## config.mk

```make
export PLATFORM = sky130hd
export DESIGN_NAME = or_accum_sched
export DESIGN_NICKNAME = d
export VERILOG_FILES = /design/src/rtl/or_accum_sched.sv
export SDC_FILE = /design/constraint.sdc
export NUM_CORES = 1
export LEC_CHECK = 0
export CORE_MARGIN = 1
export CORE_UTILIZATION = 48
export DETAILED_ROUTE_END_ITERATION = 6
export GPL_TIMING_DRIVEN = 0
export PLACE_DENSITY = 0.8
export RECOVER_POWER = 100
export SLEW_MARGIN = 20
export SYNTH_ARGS = -nofsm -noshare
export SYNTH_HDL_FRONTEND = slang
export SYNTH_SLANG_ARGS = --single-unit
```

## constraint.sdc

```tcl
create_clock -name CLK -period 4.8 [get_ports CLK]
set_clock_uncertainty 0.05 [all_clocks]
set_input_delay 1.44 -clock CLK [delete_from_list [all_inputs] [get_ports CLK]]
set_output_delay 1.44 -clock CLK [all_outputs]
set_load 0.05 [all_outputs]
```

## src/rtl/or_accum_sched.sv

```systemverilog
// rtl/or_accum_sched.sv - round-robin scheduler merging requester words into one OR accumulator
// Optional strict priority for requester 0: define OR_ACCUM_SCHED_PRIO0_EN.
module or_accum_sched #(
  parameter int WIDTH = 4,
  parameter int NREQ  = 4,
  parameter int BURST = 4
) (
  input  logic                         CLK,
  input  logic                         RESETN,
  input  logic [NREQ-1:0]              req_valid,
  input  logic [NREQ*WIDTH-1:0]        req_data,
  output logic [NREQ-1:0]              req_ready,
  input  logic                         flush,
  output logic                         out_valid,
  output logic [WIDTH-1:0]             out_data,
  output logic [$clog2(BURST+1)-1:0]   out_count,
  input  logic                         out_ready
);

  localparam int CW = $clog2(BURST+1);
  localparam int PW = $clog2(NREQ);

  typedef enum logic {ACCUM = 1'b0, DRAIN = 1'b1} state_t;

  state_t          state_q, state_d;
  logic [WIDTH-1:0] acc_q, acc_d;
  logic [CW-1:0]   cnt_q, cnt_d;
  logic [PW-1:0]   ptr_q, ptr_d;
  logic            out_valid_q, out_valid_d;

  logic [NREQ-1:0] grant;
  logic [PW-1:0]   gidx;
  logic            found;
  int              idx;
  logic [WIDTH-1:0] word;
  logic [WIDTH-1:0] merged;
  logic            go_drain;

  // Grant search starts at ptr; no grants while held in reset or draining.
  always_comb begin
    grant = '0;
    gidx  = '0;
    found = 1'b0;
    idx   = 0;
    if (RESETN && state_q == ACCUM) begin
`ifdef OR_ACCUM_SCHED_PRIO0_EN
      if (req_valid[0]) begin
        found    = 1'b1;
        grant[0] = 1'b1;
      end
`endif
      for (int k = 0; k < NREQ; k++) begin
        idx = (int'(ptr_q) + k) % NREQ;
        if (!found && req_valid[idx]) begin
          found      = 1'b1;
          grant[idx] = 1'b1;
          gidx       = PW'(idx);
        end
      end
    end
  end

  assign req_ready = grant;
  assign word      = req_data[gidx*WIDTH +: WIDTH];
  assign merged    = acc_q | word;

  always_comb begin
    state_d     = state_q;
    acc_d       = acc_q;
    cnt_d       = cnt_q;
    ptr_d       = ptr_q;
    out_valid_d = out_valid_q;
    go_drain    = 1'b0;
    case (state_q)
      ACCUM: begin
        if (found) begin
          acc_d = merged;
          cnt_d = cnt_q + CW'(1);
`ifdef OR_ACCUM_SCHED_PRIO0_EN
          if (gidx != '0) ptr_d = PW'((int'(gidx) + 1) % NREQ);
`else
          ptr_d = PW'((int'(gidx) + 1) % NREQ);
`endif
        end
        go_drain = (found && (int'(cnt_q) + 1 == BURST)) ||
                   (flush && (cnt_q != '0 || found));
        if (go_drain) begin
          state_d     = DRAIN;
          out_valid_d = 1'b1;
        end
      end
      DRAIN: begin
        if (out_ready) begin
          acc_d       = '0;
          cnt_d       = '0;
          state_d     = ACCUM;
          out_valid_d = 1'b0;
        end
      end
      default: state_d = ACCUM;
    endcase
  end

  always_ff @(posedge CLK) begin
    if (!RESETN) begin
      state_q     <= ACCUM;
      acc_q       <= '0;
      cnt_q       <= '0;
      ptr_q       <= '0;
      out_valid_q <= 1'b0;
    end else begin
      state_q     <= state_d;
      acc_q       <= acc_d;
      cnt_q       <= cnt_d;
      ptr_q       <= ptr_d;
      out_valid_q <= out_valid_d;
    end
  end

  assign out_valid = out_valid_q;
  assign out_data  = acc_q;
  assign out_count = cnt_q;

endmodule

```

==> out/metrics.yaml <==
status:
  status: "finished clean"
floorplanning:
  coreArea_um2: 2500
  die_w_um: 53.64
  rows: 18
  ios: 36
  initial_core_util_pct: 51.20
  die_h_um: 53.64
  dieArea_um2: 2877
worst_hold_path:
  hold_path_class: "reg2reg"
layout:
  syn2layout_area_growth_pct: 37.83
  stdcell_area_um2: 1764
  drive_gt1_share_pct: 19.14
  nNetsFinal: 243
  insertedDiodeCount: 0
  final_core_util_pct: 70.57
  finalNonFillerCells: 239
cts:
  clock_latency_ns: 0.29
  cts.sinks: 11
  cts_buffer_depth: 2
  cts_tree: "done"
  clk_pin_slew_worst_paths_ns: 0.08
  root_buffer: "clkbuf_4"
  cts_buffers: 3
  htreeDepth: 1
sta:
  period_needed_ns: 4.763
  period_share_pct: 99.22
  rsz0062_at_grt: "false"
  setup_violations: 0
  fin_ws_ns: 0.03720
  fin_hold_ws_ns: 0.4216
  hold_viol_final: 0
  fmax_ghz: 0.2100
  relSlewSlack_pct: 52.80
  fin_tns_setup_ns: 0
  tightest_slew_ns: 0.7007
  drv_slew: 0
setup_path:
  arrival_ns: 3.27
  endpoint: "req_ready[2]"
  worstSetupPathType: "in2out"
  setup.worst_path.end_class: "output port"
  cp.required_ns: 3.31
  r2r_cells: 11
  ff2ff_setup_slack_ns: 1.37
  setup.worst_path.start_class: "input pin"
  rr_endpoint: "out_data[2]"
  path_max_fanout: 10
  critPathLaunch: "req_valid[2]"
  timing.rr.start: "ptr_q[0]"
yosys:
  netlist_instances: 166
  yosys_warnings: 0
  seq_area_frac_synth_pct: 17.20
  synth-main-ff-cell: "dfxtp_1"
  postSynth.asyncResetShare_pct: 0
  syn_nets: 199
  synth-seq-cells: 11
  synth_edf_count: 0
  ys_types: 48
  syn_avg_cell_area_um2: 7.711
  synth_area_um2: 1280
global_routing:
  grt_max_degree: 14
  grtUsageTotal_pct: 26.70
  grt_overflow: 0
  grt_pass1_vias: 1302
  antenna_found_initial: 0
  grt_pass1_wl_um: 5644
route:
  num_vias: 1409
  firstDrtPassIters: 4
  post-route-drc-count: 0
  wl_per_cell_um: 14.81
  antenna_left: 0
  vias_per_cell: 5.895
  finalWirelength_um: 3539
  first_iter_violations: 28
job:
  maxCapViolCount: 0
pwr:
  power.density_nw_per_um2: 613.2
  switching_share_pct: 52.98
  irDropWorstVdd_v: 0.0004131
  power_switching_mw: 0.5732
  leakage_nw: 0.7107
  p_seq_share_pct: 14.7
  pwr-share-comb_pct: 79.1
  power.internal_mw: 0.5086
  p_total_mw: 1.082
  pwr-share-clk_pct: 6.1
placed_design:
  post-dp-hpwl_um: 2618
  post-place-ws_ns: -1.028
  gp_congestion: 0.8823
  place_area_um2: 1668
  placed_cells: 230
  port_buffers: 34
## final cells by class
class                           instances  area, um^2
Inverter                                6       22.52
Buffer                                  9       75.07
Clock inverter                          1       5.005
Fill cell                             219       735.7
Multi-Input combinational cell        138       994.7
Clock buffer                            3       22.52
Timing Repair Buffer                   41       386.6
Sequential cell                        11       220.2
Tap cell                               30       37.54
## per-layer routing
layer / up-vias / global-route usage, % / part of all wire (%)
li1: 698 / - / -
met1: 667 / 31.31 / 45
met2: 42 / 50.63 / 51
met3: 2 / 3.955 / 3.3
met4: 0 / 5.263 / 0.54
met5: - / 0 / 0
## synth_stat cells (2+ instances only)
library cell | instances | area (um^2)
a211oi_1 | 4 | 30.03
a21oi_1 | 20 | 100.1
a22oi_1 | 4 | 30.03
and2_1 | 4 | 25.02
and3_1 | 2 | 12.51
buf_2 | 4 | 20.02
buf_6 | 2 | 22.52
clkbuf_1 | 5 | 18.77
dfxtp_1 | 11 | 220.2
ha_1 | 9 | 112.6
inv_1 | 6 | 22.52
mux2_2 | 2 | 22.52
mux2i_1 | 8 | 80.08
mux4_2 | 2 | 45.04
nand2_1 | 12 | 45.04
nand2b_1 | 3 | 18.77
nand3_1 | 3 | 15.01
nand3b_1 | 3 | 22.52
nand4_1 | 3 | 18.77
nor2_1 | 15 | 56.30
nor3_1 | 7 | 35.03
nor4_1 | 2 | 12.51
o211ai_1 | 4 | 30.03
o21ai_0 | 5 | 25.02
xnor2_1 | 3 | 26.28
## power groups by stage
stage	sequential (mW)	clock, mW	combinational, mW
floorplan	0.227	0	0.559
global placement	0.160	0	0.794
detailed placement	0.161	0	0.819
CTS	0.160	0.0675	0.870
global route	0.165	0.0725	0.922
finish	0.160	0.0663	0.856
## cell families after synthesis
| kind of cell | synth area share (%) |
|---|---|
| multiplexers | 11.53 |
| AND/OR/NAND/NOR | 25.02 |
| adder cells (fa/ha/maj) | 8.798 |
| XOR/XNOR | 2.053 |
| flip-flops | 17.20 |
| AO/OA/AOI/OAI | 28.84 |
| buffers and inverters | 6.549 |
## what timing repair did
item / 4_1_cts / 5_1_grt
gates cloned: 0 / 0
pin swaps: 2 / 0
buffers inserted: 7 / 0
hold buffers: 0 / 0
setup endpoints to repair: 4 / 4
gates resized for setup: 43 / 5
## worst max-delay path: stages
cell and delay (ns):
dlygate4sd2_1 0.26, buf_6 0.14, mux4_2 0.49, and2b_2 0.29, a22oi_2 0.18, a21oi_1 0.09, a21oi_1 0.17, nor2_2 0.06
buf_6 0.16
## registers in the layout (all words and copies together) (netlist names)
| signal | count |
|---|---|
| out_valid | 1 |
| out_count | 3 |
| ptr_q | 2 |
| state_q | 1 |
| out_data | 4 |
## worst min-delay path by stage
| stage | start | end | slack, ns | depth (start not counted) |
|---|---|---|---|---|
| floorplan | state_q | state_q | 0.48 | 2 |
| global placement | out_valid | out_valid | 0.40 | 1 |
| detailed placement | out_data[1] | out_data[1] | 0.41 | 2 |
| CTS | out_data[1] | out_data[1] | 0.43 | 2 |
| global route | out_data[0] | out_data[0] | 0.45 | 2 |
| finish | out_data[1] | out_data[1] | 0.42 | 2 |
## layout by cell type (no fill, tap or decap), types with 4 or more instances in the layout
cell type,n
a211oi_1,4
a21oi_1,18
and2_1,4
buf_4,7
buf_6,8
clkdlybuf4s50_1,18
dfxtp_1,11
dlygate4sd3_1,9
ha_1,9
inv_1,6
mux2i_1,8
nand2_1,12
nor2_1,11
nor2_2,4
nor3_1,7
o211ai_1,4
o21ai_0,7
(Power assumes the default switching activity.)
